**src/rtl/joy_sega6_scanner_if.sv**
```systemverilog
// Pin-side and core-side signals of the Sega/Atari DB9 joystick scanner.
// The slave modport is the scanner; the master modport is whatever drives the pads and tick.
interface joy_sega6_scanner_if;
  logic        tick;
  logic [5:0]  joy1_pins_i;
  logic [5:0]  joy2_pins_i;
  logic        p7_o;
  logic [11:0] joy1_o;
  logic [11:0] joy2_o;
  logic        six1_o;
  logic        six2_o;
  logic        frame_done_o;

  modport master (
    output tick, joy1_pins_i, joy2_pins_i,
    input  p7_o, joy1_o, joy2_o, six1_o, six2_o, frame_done_o
  );

  modport slave (
    input  tick, joy1_pins_i, joy2_pins_i,
    output p7_o, joy1_o, joy2_o, six1_o, six2_o, frame_done_o
  );
endinterface

```
**src/rtl/joy_sega6_scanner.sv**
```systemverilog
// Scans two DB9 ports through the shared select line and decodes Master System,
// Mega Drive 3-button and 6-button pads into active-low 12-bit button words.
module joy_sega6_scanner #(
  parameter int CYCLE_LEN   = 256,
  parameter int SYNC_STAGES = 2
) (
  input  logic               clk_sys,
  input  logic               reset,
  joy_sega6_scanner_if.slave bus
);

  typedef struct packed {
    logic [11:0] word;
    logic        six;
  } shadow_t;

  localparam logic [7:0] LAST_STEP  = 8'(CYCLE_LEN - 1);
  localparam shadow_t    SHADOW_RST = '{word: 12'hFFF, six: 1'b0};

  logic [5:0]  sync1 [SYNC_STAGES];
  logic [5:0]  sync2 [SYNC_STAGES];
  logic [5:0]  pins1;
  logic [5:0]  pins2;
  logic [7:0]  step;
  shadow_t     sh1;
  shadow_t     sh2;
  shadow_t     sh1_nxt;
  shadow_t     sh2_nxt;
  logic        p7_q;
  logic [11:0] joy1_q;
  logic [11:0] joy2_q;
  logic        six1_q;
  logic        six2_q;
  logic        frame_done_q;

  // pin = {p9, p6, right, left, down, up}; word = {M,X,Y,Z,S,A,C,B,R,L,D,U}.
  function automatic shadow_t decode(input logic [7:0] s, input logic [5:0] pin,
                                     input shadow_t cur);
    shadow_t n;
    n = cur;
    case (s)
      8'd2: begin
        n.word[5:0] = pin;
        n.six       = 1'b0;
      end
      8'd3: begin
        // Right and left both low while select is low only happens on a Mega Drive pad.
        if (pin[3:2] == 2'b00) n.word[7:6] = pin[5:4];
        else                   n.word[7:4] = {2'b11, pin[5:4]};
      end
      8'd5: if (pin[3:0] == 4'b0000) n.six = 1'b1;
      8'd6: n.word[11:8] = cur.six ? pin[3:0] : 4'hF;
      default: ;
    endcase
    return n;
  endfunction

  // NOTE: the synchroniser is a handful of flops, not a RAM, so presetting it on reset is cheap and keeps the first frame clean.
  always_ff @(posedge clk_sys) begin
    if (reset) begin
      for (int i = 0; i < SYNC_STAGES; i++) begin
        sync1[i] <= '1;
        sync2[i] <= '1;
      end
    end else begin
      sync1[0] <= bus.joy1_pins_i;
      sync2[0] <= bus.joy2_pins_i;
      for (int i = 1; i < SYNC_STAGES; i++) begin
        sync1[i] <= sync1[i-1];
        sync2[i] <= sync2[i-1];
      end
    end
  end

  assign pins1 = sync1[SYNC_STAGES-1];
  assign pins2 = sync2[SYNC_STAGES-1];

  // NOTE: every output of a combinational block gets a value on every path, otherwise synthesis infers a latch.
  always_comb begin
    sh1_nxt = decode(step, pins1, sh1);
    sh2_nxt = decode(step, pins2, sh2);
  end

  // NOTE: sequential state uses non-blocking assignments so every flop samples pre-edge values.
  always_ff @(posedge clk_sys) begin
    if (reset) begin
      step         <= 8'd0;
      p7_q         <= 1'b1;
      sh1          <= SHADOW_RST;
      sh2          <= SHADOW_RST;
      joy1_q       <= 12'hFFF;
      joy2_q       <= 12'hFFF;
      six1_q       <= 1'b0;
      six2_q       <= 1'b0;
      frame_done_q <= 1'b0;
    end else begin
      frame_done_q <= 1'b0;
      if (bus.tick) begin
        step <= (step == LAST_STEP) ? 8'd0 : step + 8'd1;
        // Steps 0..6 alternate low/high; the idle tail keeps select high so a 6-button pad times out.
        p7_q <= (step < 8'd7) ? step[0] : 1'b1;
        sh1  <= sh1_nxt;
        sh2  <= sh2_nxt;
        if (step == 8'd6) begin
          joy1_q       <= sh1_nxt.word;
          joy2_q       <= sh2_nxt.word;
          six1_q       <= sh1_nxt.six;
          six2_q       <= sh2_nxt.six;
          frame_done_q <= 1'b1;
        end
      end
    end
  end

  assign bus.p7_o         = p7_q;
  assign bus.joy1_o       = joy1_q;
  assign bus.joy2_o       = joy2_q;
  assign bus.six1_o       = six1_q;
  assign bus.six2_o       = six2_q;
  assign bus.frame_done_o = frame_done_q;

endmodule

```
**src/flat_wrapper.sv**
```systemverilog
// flat-port wrapper written by rule: the top's interface ports become plain ports
module joy_sega6_scanner_flat 
#(
  parameter int CYCLE_LEN   = 256,
  parameter int SYNC_STAGES = 2
)
  (clk_sys, reset, bus_tick, bus_joy1_pins_i, bus_joy2_pins_i, bus_p7_o, bus_joy1_o, bus_joy2_o, bus_six1_o, bus_six2_o, bus_frame_done_o);
  joy_sega6_scanner_if bus_i ();
  input  logic clk_sys;
  input  logic reset;
  input wire logic [$bits(bus_i.tick)-1:0] bus_tick;
  input wire logic [$bits(bus_i.joy1_pins_i)-1:0] bus_joy1_pins_i;
  input wire logic [$bits(bus_i.joy2_pins_i)-1:0] bus_joy2_pins_i;
  output wire logic [$bits(bus_i.p7_o)-1:0] bus_p7_o;
  output wire logic [$bits(bus_i.joy1_o)-1:0] bus_joy1_o;
  output wire logic [$bits(bus_i.joy2_o)-1:0] bus_joy2_o;
  output wire logic [$bits(bus_i.six1_o)-1:0] bus_six1_o;
  output wire logic [$bits(bus_i.six2_o)-1:0] bus_six2_o;
  output wire logic [$bits(bus_i.frame_done_o)-1:0] bus_frame_done_o;
  assign bus_i.tick = bus_tick;
  assign bus_i.joy1_pins_i = bus_joy1_pins_i;
  assign bus_i.joy2_pins_i = bus_joy2_pins_i;
  assign bus_p7_o = bus_i.p7_o;
  assign bus_joy1_o = bus_i.joy1_o;
  assign bus_joy2_o = bus_i.joy2_o;
  assign bus_six1_o = bus_i.six1_o;
  assign bus_six2_o = bus_i.six2_o;
  assign bus_frame_done_o = bus_i.frame_done_o;
  joy_sega6_scanner #(.CYCLE_LEN(CYCLE_LEN), .SYNC_STAGES(SYNC_STAGES)) u_core (.clk_sys(clk_sys), .reset(reset), .bus(bus_i));
endmodule
```
**config.mk**
```make
export PLATFORM = sky130hd
export DESIGN_NAME = joy_sega6_scanner_flat
export DESIGN_NICKNAME = d
export VERILOG_FILES = /design/src/rtl/joy_sega6_scanner_if.sv /design/src/rtl/joy_sega6_scanner.sv /design/src/flat_wrapper.sv
export SDC_FILE = /design/constraint.sdc
export NUM_CORES = 1
export LEC_CHECK = 0
export ABC_AREA = 0
export BUFFER_PORTS_ARGS = -buffer_cell sky130_fd_sc_hd__buf_2
export CAP_MARGIN = 20
export CORE_MARGIN = 2
export CORE_UTILIZATION = 58
export CTS_BUF_LIST = sky130_fd_sc_hd__clkbuf_4
export CTS_CLUSTER_SIZE = 10
export DETAILED_ROUTE_END_ITERATION = 10
export HOLD_SLACK_MARGIN = 0.15
export PLACE_DENSITY = 0.91
export SLEW_MARGIN = 20
export SYNTH_ARGS = -nofsm -noshare
export SYNTH_HDL_FRONTEND = slang
export SYNTH_SLANG_ARGS = --single-unit
```
**constraint.sdc**
```tcl
create_clock -name clk_sys -period 1.9 [get_ports clk_sys]
set_input_delay 0.38 -clock clk_sys [delete_from_list [all_inputs] [get_ports clk_sys]]
set_output_delay 0.38 -clock clk_sys [all_outputs]
set_load 0.005 [all_outputs]
```
==> results_dict.tcl, run 1 <==
set metrics [dict create \
    place.gp.congestion 0.834 \
    async_reset_ff_share_pct 0 \
    synth_top_family_by_area "simple AND/OR/NAND/NOR gates" \
    max_freq_mhz 581 \
    path_clk_slew_ns 0.10 \
    cpMostUsedCell "a21oi_1" \
    ant_nets 0 \
    critical_path.startpoint_type "flip-flop" \
    drv_cap 0 \
    cts.htree.levels 3 \
    final_common_cell "dfxtp_1" \
    synth_edf_count 0 \
    utilization_pct 69.6 \
    numCtsBuffers 9 \
    multiInputGateArea_um2 1290 \
    grt_pass1_wl_um 9030 \
    r2r-end "u_core.bus.six1_o" \
    crit_type "flip-flop to flip-flop" \
    yosys_warnings 0 \
    finalSetupViolations 0 \
    status "complete, no violations" \
    fillCellCount 382 \
    regArea_um2 1560 \
    worst_clock_skew_ns 0.0106 \
    synth_xor_area_share_pct 2.05 \
    cp.arrival_ns 2.01 \
    dieArea_um2 5740 \
    wire_per_inst_um 13.2 \
    rsz0062_at_grt "no" \
    yosysSeqAreaShare_pct 52.2 \
    fin_crit_sh_pct 90.5 \
    slowest_stage "dfxtp_1" \
    dp_hpwl_um 4000 \
    drv_slew 0 \
    r2r_cells 6 \
    hold_end "u_core.step[1]" \
    cts_sinks 78 \
    finalNonFillerCells 445 \
    routed_wl_um 5860 \
    cts_buffer_depth 2 \
    critPathCaptureType "flip-flop" \
    synth_simple_gate_area_share_pct 27.6 \
    layout-drive-gt1-share_pct 26.9 \
    ys_types 37 \
    clock_power_share_pct 35.2 \
    whs_path_depth 2 \
    first_pass_iters 4 \
    netlist_area_um2 2990 \
    die_y_um 75.8 \
    numPortBuffers 42 \
    synthAdderAreaFrac_pct 1.26 \
    critPathRequiredTime_ns 2.19 \
    die_w_um 75.8 \
    place_ws_ns 0.107 \
    leakagePower_nw 1.48 \
    syn-instance-count 321 \
    layout.nets 390 \
    power.density_nw_per_um2 841 \
    synthFlopType "dfxtp_1" \
    switching_power_mw 0.646 \
    layout_setup_ws_ns 0.180 \
    synth_nets 339 \
    netSwitchingFraction_pct 21.9 \
    synth-seq-cells 78 \
    share_comb_of_total_power_pct 6.5 \
    hold_viol_final 0 \
    cp_max_fo 13 \
    fin_setup_tns_ns 0 \
    final_cell_mix "dfxtp_1, buf_2, nor2_1, nand2_1, or2_2" \
    core_area_um2 5040 \
    antenna_found_initial 0 \
    power_frac_seq_pct 58.4 \
    r2r_start "u_core.step[1]" \
    routed_via_density 5.21 \
    synthMuxAreaShare_pct 0 \
    worst_slew_pin_slew_ns 0.430 \
    drcViolationCount 0 \
    via_count 2320 \
    synth_compound_area_share_pct 12.1 \
    irDropWorstVdd_v 0.000551 \
    hp-start "bus_tick" \
    total_power_mw 2.95 \
    hp-class "input pin to flip-flop" \
    grt_start_max_net_pins 41 \
    p_int_mw 2.30 \
    path_cells "ha_1 -> buf_4 -> nor4b_1 -> a21oi_1 -> o211ai_1 -> a21oi_1" \
    design.portCount 43 \
    grt_util_all_layers_pct 21.7 \
    grt_pass1_vias 1989 \
    n_antenna_cell 0 \
    area_growth_pct 17.3 \
    avgSynthCellArea_um2 9.31 \
    clk_latency_ns 0.42 \
    rrSetupSlack_ns 0.18 \
    initial_core_util_pct 59.3 \
    tritoncts "yes" \
    min_period_ns 1.72 \
    drtIter0Drc 161 \
    dp.cells 419 \
    slew-limit-headroom_pct 71.1 \
    crit_path_max_incr_delay_ns 0.45 \
    cts-root-buf "clkbuf_4" \
    grt.overflow.total 0 \
    rows 26 \
]
[layer usage]
metal,global-route usage (%),share of wire (%),up-vias
met4,8.77,1.7,0
met5,0,0,-
met3,7.80,6.3,11
li1,-,-,1185
met1,27.9,45,1051
met2,33.1,47,73
[power by group through the flow]
stage | Clock (mW) | Sequential, mW | Combinational, mW
global placement | 0 | 1.76 | 0.164
finish | 1.04 | 1.72 | 0.190
floorplan | 0 | 1.75 | 0.130
CTS | 1.06 | 1.72 | 0.189
detailed placement | 0 | 1.76 | 0.169
global route | 1.13 | 1.73 | 0.210
[what timing repair did]
action | CTS | global route
hold endpoints to repair | 12 | 0
buffers inserted | 0 | 0
setup endpoints to repair | 0 | 3
resized for setup | 0 | 1
hold buffers | 12 | 0
[kinds of logic (layout without fill, tap and decap cells)]
group | after synthesis | count (layout)
buffers and inverters | 28 | 82
xor gates and xnor gates | 7 | 7
and+or+nand+nor | 150 | 150
DFF | 78 | 78
AOI/OAI and AO/OA | 55 | 55
adders and majority gates | 3 | 3
[area by class of cell]
| class | count | area share [%] |
|---|---|---|
| sequential | 78 | 44.5 |
| timing repair buffer | 62 | 11.5 |
| tap | 70 | 2.50 |
| clock buffer | 9 | 1.93 |
| clock inverter | 5 | 2.18 |
| multi-input combinational | 215 | 36.7 |
| inverter | 6 | 0.642 |
[worst max-delay path by stage]
stage / from / cells after the start / endpoint / slack [ns]
after floorplan: u_core.step[0] / 7 / u_core.bus.six1_o / 0.31
after global placement: u_core.step[0] / 5 / u_core.bus.joy1_o[7] / 0.25
after detailed placement: u_core.step[0] / 5 / u_core.bus.joy1_o[7] / 0.11
after CTS: u_core.step[0] / 5 / u_core.bus.joy1_o[7] / 0.09
after global routing: u_core.step[0] / 5 / u_core.bus.joy1_o[7] / 0.0001
final: u_core.step[1] / 6 / u_core.bus.six1_o / 0.18
[synthesized netlist by cell type (all sizes together), types with 3 or more instances]
cell type   n  share of area, %
clkbuf     11               1.4
nor2       40               5.0
and2        3              0.71
o22ai       4              0.84
nand3b     12               3.0
ha          3               1.3
o21bai      8               2.0
a21oi      15               2.5
o21ai      10               1.7
inv         6              0.75
a211o      12               3.5
xor2        3              0.88
xnor2       4               1.2
dfxtp      78                52
nor4b       3               1.9
nand4       4              0.84
nor2b       4              0.84
nand2      30               4.0
or2        25               5.2
buf        11               2.6
and3       10               2.3
nand3       8               1.3
nor3        8               1.7
[worst max-delay path: cells and delay by family, from the launching register on]
family	cells	cell delay [ns]
fa+ha+maj	1	0.20
flops	1	0.45
simple gates	1	0.36
buf+inv	1	0.18
compound gates	3	0.42
[sequential cells by signal (all words and copies together), names as in the netlist]
signal,cells
u_core.bus.frame_done_o,1
u_core.bus.joy1_o,12
u_core.bus.joy2_o,12
u_core.bus.p7_o,1
u_core.bus.six1_o,1
u_core.bus.six2_o,1
u_core.sh1,9
u_core.sh2,9
u_core.step,8
u_core.sync1,12
u_core.sync2,12
[stage by stage]
stage,area [um2],hold WS [ns]
floorplan,2990,0.389
global placement,3240,0.392
detailed placement,3240,0.396
CTS,3500,0.324
global route,3510,0.332
finish,3510,0.343
Note: power is estimated with default switching activity, not from simulation.
==> run 2: changes to the inputs <==
Settings changed: CTS_BUF_LIST sky130_fd_sc_hd__clkbuf_4 to sky130_fd_sc_hd__clkbuf_4 sky130_fd_sc_hd__clkbuf_8.
==> results_dict.tcl, run 2 (synthesis gave the netlist of run 1 again) <==
set metrics [dict create \
    status "complete, no violations" \
    max_freq_mhz 579 \
    wire_per_inst_um 13.4 \
    rrSetupSlack_ns 0.17 \
    tritoncts "yes" \
    drcViolationCount 0 \
    fin_crit_sh_pct 90.8 \
    core_area_um2 5040 \
    path_clk_slew_ns 0.07 \
    place.gp.congestion 0.834 \
    rows 26 \
    layout-drive-gt1-share_pct 28.1 \
    leakagePower_nw 1.46 \
    dieArea_um2 5740 \
    critical_path.startpoint_type "flip-flop" \
    die_y_um 75.8 \
    irDropWorstVdd_v 0.000563 \
    layout.nets 378 \
    place_ws_ns 0.107 \
    cts-root-buf "clkbuf_8" \
    slowest_stage "dfxtp_1" \
    dp.cells 419 \
    utilization_pct 68.5 \
    numCtsBuffers 9 \
    cts_hold_buf 0 \
    grt_pass1_wl_um 8970 \
    slew-limit-headroom_pct 69.5 \
    drv_slew 0 \
    final_common_cell "dfxtp_1" \
    hp-start "bus_joy1_pins_i[1]" \
    grt.overflow.total 0 \
    worst_clock_skew_ns 0.0105 \
    dp_hpwl_um 4000 \
    crit_path_max_incr_delay_ns 0.45 \
    cts_buffer_depth 2 \
    path_cells "inv_1 -> ha_1 -> and3_1 -> and3_1 -> buf_4 -> nor2_1 -> o21bai_1" \
    r2r-end "u_core.bus.joy1_o[10]" \
    layout_setup_ws_ns 0.174 \
    whs_ns 0.208 \
    fin_setup_tns_ns 0 \
    routed_wl_um 5800 \
    critPathRequiredTime_ns 2.14 \
    cts.htree.levels 3 \
    cp_max_fo 11 \
    final_cell_mix "dfxtp_1, buf_2, nor2_1, nand2_1, or2_2" \
    ant_nets 0 \
    drtIter0Drc 143 \
    r2r_cells 7 \
    numPortBuffers 42 \
    initial_core_util_pct 59.3 \
    whs_path_depth 2 \
    first_pass_iters 5 \
    antenna_found_initial 0 \
    clk_latency_ns 0.35 \
    n_antenna_cell 0 \
    hp-class "input pin to flip-flop" \
    finalSetupViolations 0 \
    drv_cap 0 \
    via_count 2298 \
    rsz0062_at_grt "no" \
    routed_via_density 5.31 \
    worst_slew_pin_slew_ns 0.454 \
    grt_start_max_net_pins 41 \
    critPathCaptureType "flip-flop" \
    hold_viol_final 0 \
    cpMostUsedCell "and3_1" \
    area_growth_pct 15.5 \
    die_w_um 75.8 \
    grt_util_all_layers_pct 21.5 \
    design.portCount 43 \
    crit_type "flip-flop to flip-flop" \
    power.density_nw_per_um2 931 \
    cts_sinks 78 \
    finalNonFillerCells 433 \
    cp.arrival_ns 1.97 \
    grt_pass1_vias 1974 \
    min_period_ns 1.73 \
    r2r_start "u_core.step[0]" \
    hold_end "u_core.sync1[0][1]" \
]
-- run 2: changes by cell type in the layout (fill, tap and decap cells not counted) --
| cell | previous run | this run |
|---|---|---|
| dlygate4sd3_1 | 12 | 0 |
| clkbuf_8 | 0 | 10 |
| clkbuf_4 | 9 | 0 |
| clkinv_1 | 1 | 0 |
-- run 2: layout make-up --
| class | instances | area [um2] |
|---|---|---|
| fill | 391 | 1590 |
| tap | 70 | 87.6 |
| clock inverter | 4 | 72.6 |
| timing repair buffer | 50 | 283 |
| multi-input combinational | 215 | 1290 |
| sequential | 78 | 1560 |
| inverter | 6 | 22.5 |
| clock buffer | 10 | 138 |
-- run 2: how the worst max path moves through the flow --
stage	startpoint	endpoint	slack, ns	depth (start not counted)
after floorplan	u_core.step[0]	u_core.bus.six1_o	0.31	7
after global placement	u_core.step[0]	u_core.bus.joy1_o[7]	0.25	5
after detailed placement	u_core.step[0]	u_core.bus.joy1_o[7]	0.11	5
after CTS	u_core.step[0]	u_core.bus.joy1_o[7]	0.1	5
after global routing	u_core.step[0]	u_core.bus.joy1_o[7]	0.003	5
final	u_core.step[0]	u_core.bus.joy1_o[10]	0.17	7
-- run 2: through the flow --
stage / total power [mW] / cell area, um2
6_report: 3.21 / 3450
5_1_grt: 3.31 / 3450
4_1_cts: 3.23 / 3450
3_5_place_dp: 1.93 / 3240
3_3_place_gp: 1.92 / 3240
2_1_floorplan: 1.88 / 2990
-- run 2: timing repair --
| item | in CTS | in global routing |
|---|---|---|
| buffers inserted | 0 | 0 |
| setup endpoints to repair | 0 | 2 |
| hold endpoints to repair | 0 | 0 |
| resized for setup | 0 | 1 |
-- run 2: per-layer routing --
metal | wire length, um | global-route usage (%)
met3 | 361 | 5.03
met5 | 0 | 0
met2 | 2740 | 32.1
met4 | 102 | 13.3
met1 | 2590 | 28.0
-- run 2: where the power goes --
part / internal [mW] / total [mW] / switching, mW
clock network: 0.758 / 1.32 / 0.563
logic: 0.0872 / 0.171 / 0.0836
registers: 1.69 / 1.72 / 0.0358
-- run 2: critical path, delay by kind of cell (launching register included) --
family,cells,cell delay [ns]
and+or+nand+nor,3,0.61
DFF,1,0.45
buffers and inverters,2,0.29
adders and majority gates,1,0.21
AOI/OAI and AO/OA,1,0.07
==> run 3: changes to the inputs <==
Settings changed: RECOVER_POWER from default to 100.
==> results_dict.tcl, run 3 (synthesis gave the netlist of run 1 again) <==
set metrics [dict create \
    area_growth_pct 13.5 \
    critPathCaptureType "flip-flop" \
    finalSetupViolations 0 \
    max_freq_mhz 547 \
    post_cts_buffers 0 \
    fin_crit_sh_pct 96.3 \
    regArea_um2 1560 \
    fin_area_um2 3390 \
    placed_area_um2 3240 \
    crit_path_max_incr_delay_ns 0.43 \
    fillCellCount 419 \
    grt.overflow.total 0 \
    leakagePower_nw 1.41 \
    multiInputGateArea_um2 1290 \
    cpMostUsedCell "a21oi_1" \
    dieArea_um2 5740 \
    place_ws_ns 0.107 \
    crit_family "flip-flops" \
    cts_hold_buf 0 \
    routed_wl_um 5820 \
    wire_per_inst_um 13.4 \
    cp_max_fo 13 \
    slowest_stage "dfxtp_1" \
    drtIter0Drc 184 \
    numPortBuffers 42 \
    slew-limit-headroom_pct 49.3 \
    path_clk_slew_ns 0.07 \
    dp.cells 419 \
    clk_latency_ns 0.35 \
    drv_cap 0 \
    grt_start_max_net_pins 41 \
    core_area_um2 5040 \
    drcViolationCount 0 \
    rsz0062_at_grt "no" \
    die_w_um 75.8 \
    die_y_um 75.8 \
    finalNonFillerCells 433 \
    fin_setup_tns_ns 0 \
    final_common_cell "dfxtp_1" \
    cp.arrival_ns 2.03 \
    crit_type "flip-flop to flip-flop" \
    antenna_found_initial 0 \
    grt_pass1_wl_um 8970 \
    cts_sinks 78 \
    irDropWorstVdd_v 0.000560 \
    min_period_ns 1.83 \
    critical_path.startpoint_type "flip-flop" \
    path_cells "ha_1 -> clkbuf_2 -> nor4b_1 -> a21oi_1 -> o211ai_1 -> a21oi_1" \
    tritoncts "yes" \
    power.density_nw_per_um2 945 \
    cts.htree.levels 3 \
    first_pass_iters 4 \
    r2r_cells 6 \
    grt_pass1_vias 1974 \
    hold_viol_final 0 \
    place.gp.congestion 0.834 \
    worst_slew_pin_slew_ns 0.761 \
    routed_via_density 5.26 \
    dp_hpwl_um 4000 \
    layout_setup_ws_ns 0.0710 \
    cts-root-buf "clkbuf_8" \
    ant_nets 0 \
    layout-drive-gt1-share_pct 20.4 \
    numCtsBuffers 9 \
    worst_clock_skew_ns 0.00980 \
    via_count 2277 \
    utilization_pct 67.3 \
    layout.nets 378 \
    design.portCount 43 \
    cts_buffer_depth 2 \
    whs_path_depth 2 \
    path_depth 6 \
    final_cell_mix "dfxtp_1, nor2_1, nand2_1, clkbuf_1, or2_2" \
    grt_util_all_layers_pct 21.5 \
    status "complete, no violations" \
    hp-class "input pin to flip-flop" \
    initial_core_util_pct 59.3 \
    critPathRequiredTime_ns 2.10 \
    drv_slew 0 \
    path_buf_inv 1 \
    n_antenna_cell 0 \
    rows 26 \
    total_power_mw 3.21 \
    whs_ns 0.204 \
]
[run 3: layer usage]
metal	share of wire (%)	routed length (um)	global-route usage, %
met1	45	2600	28.0
met4	2.3	136	13.3
met3	5.9	342	5.03
met2	47	2740	32.1
met5	0	0	0
[run 3: cell type report]
type | count | area share (%)
Sequential cell | 78 | 46.0
Multi-Input combinational cell | 215 | 37.9
Timing Repair Buffer | 50 | 6.64
Clock buffer | 10 | 4.06
Tap cell | 70 | 2.58
Clock inverter | 4 | 2.14
Inverter | 6 | 0.664
[run 3: repair_timing]
action,4_1_cts,5_1_grt
setup endpoints to repair,0,2
hold endpoints to repair,0,0
gates resized for setup,0,1
[run 3: worst paths after layout]
check / startpoint / to / slack [ns]
worst max-delay path: u_core.step[1] / u_core.bus.six1_o / 0.07
worst min-delay path: bus_joy1_pins_i[1] / u_core.sync1[0][1] / 0.20
worst max register to register: u_core.step[1] / u_core.bus.six1_o / 0.07
worst min register to register: u_core.sync2[0][3] / u_core.sync2[0][9] / 0.41
[run 3: report_power, final]
part	switching [mW]	total, mW	internal [mW]	leakage, nW
registers	0.0357	1.72	1.69	0.638
logic	0.0830	0.163	0.0797	0.671
clock network	0.564	1.32	0.758	0.104
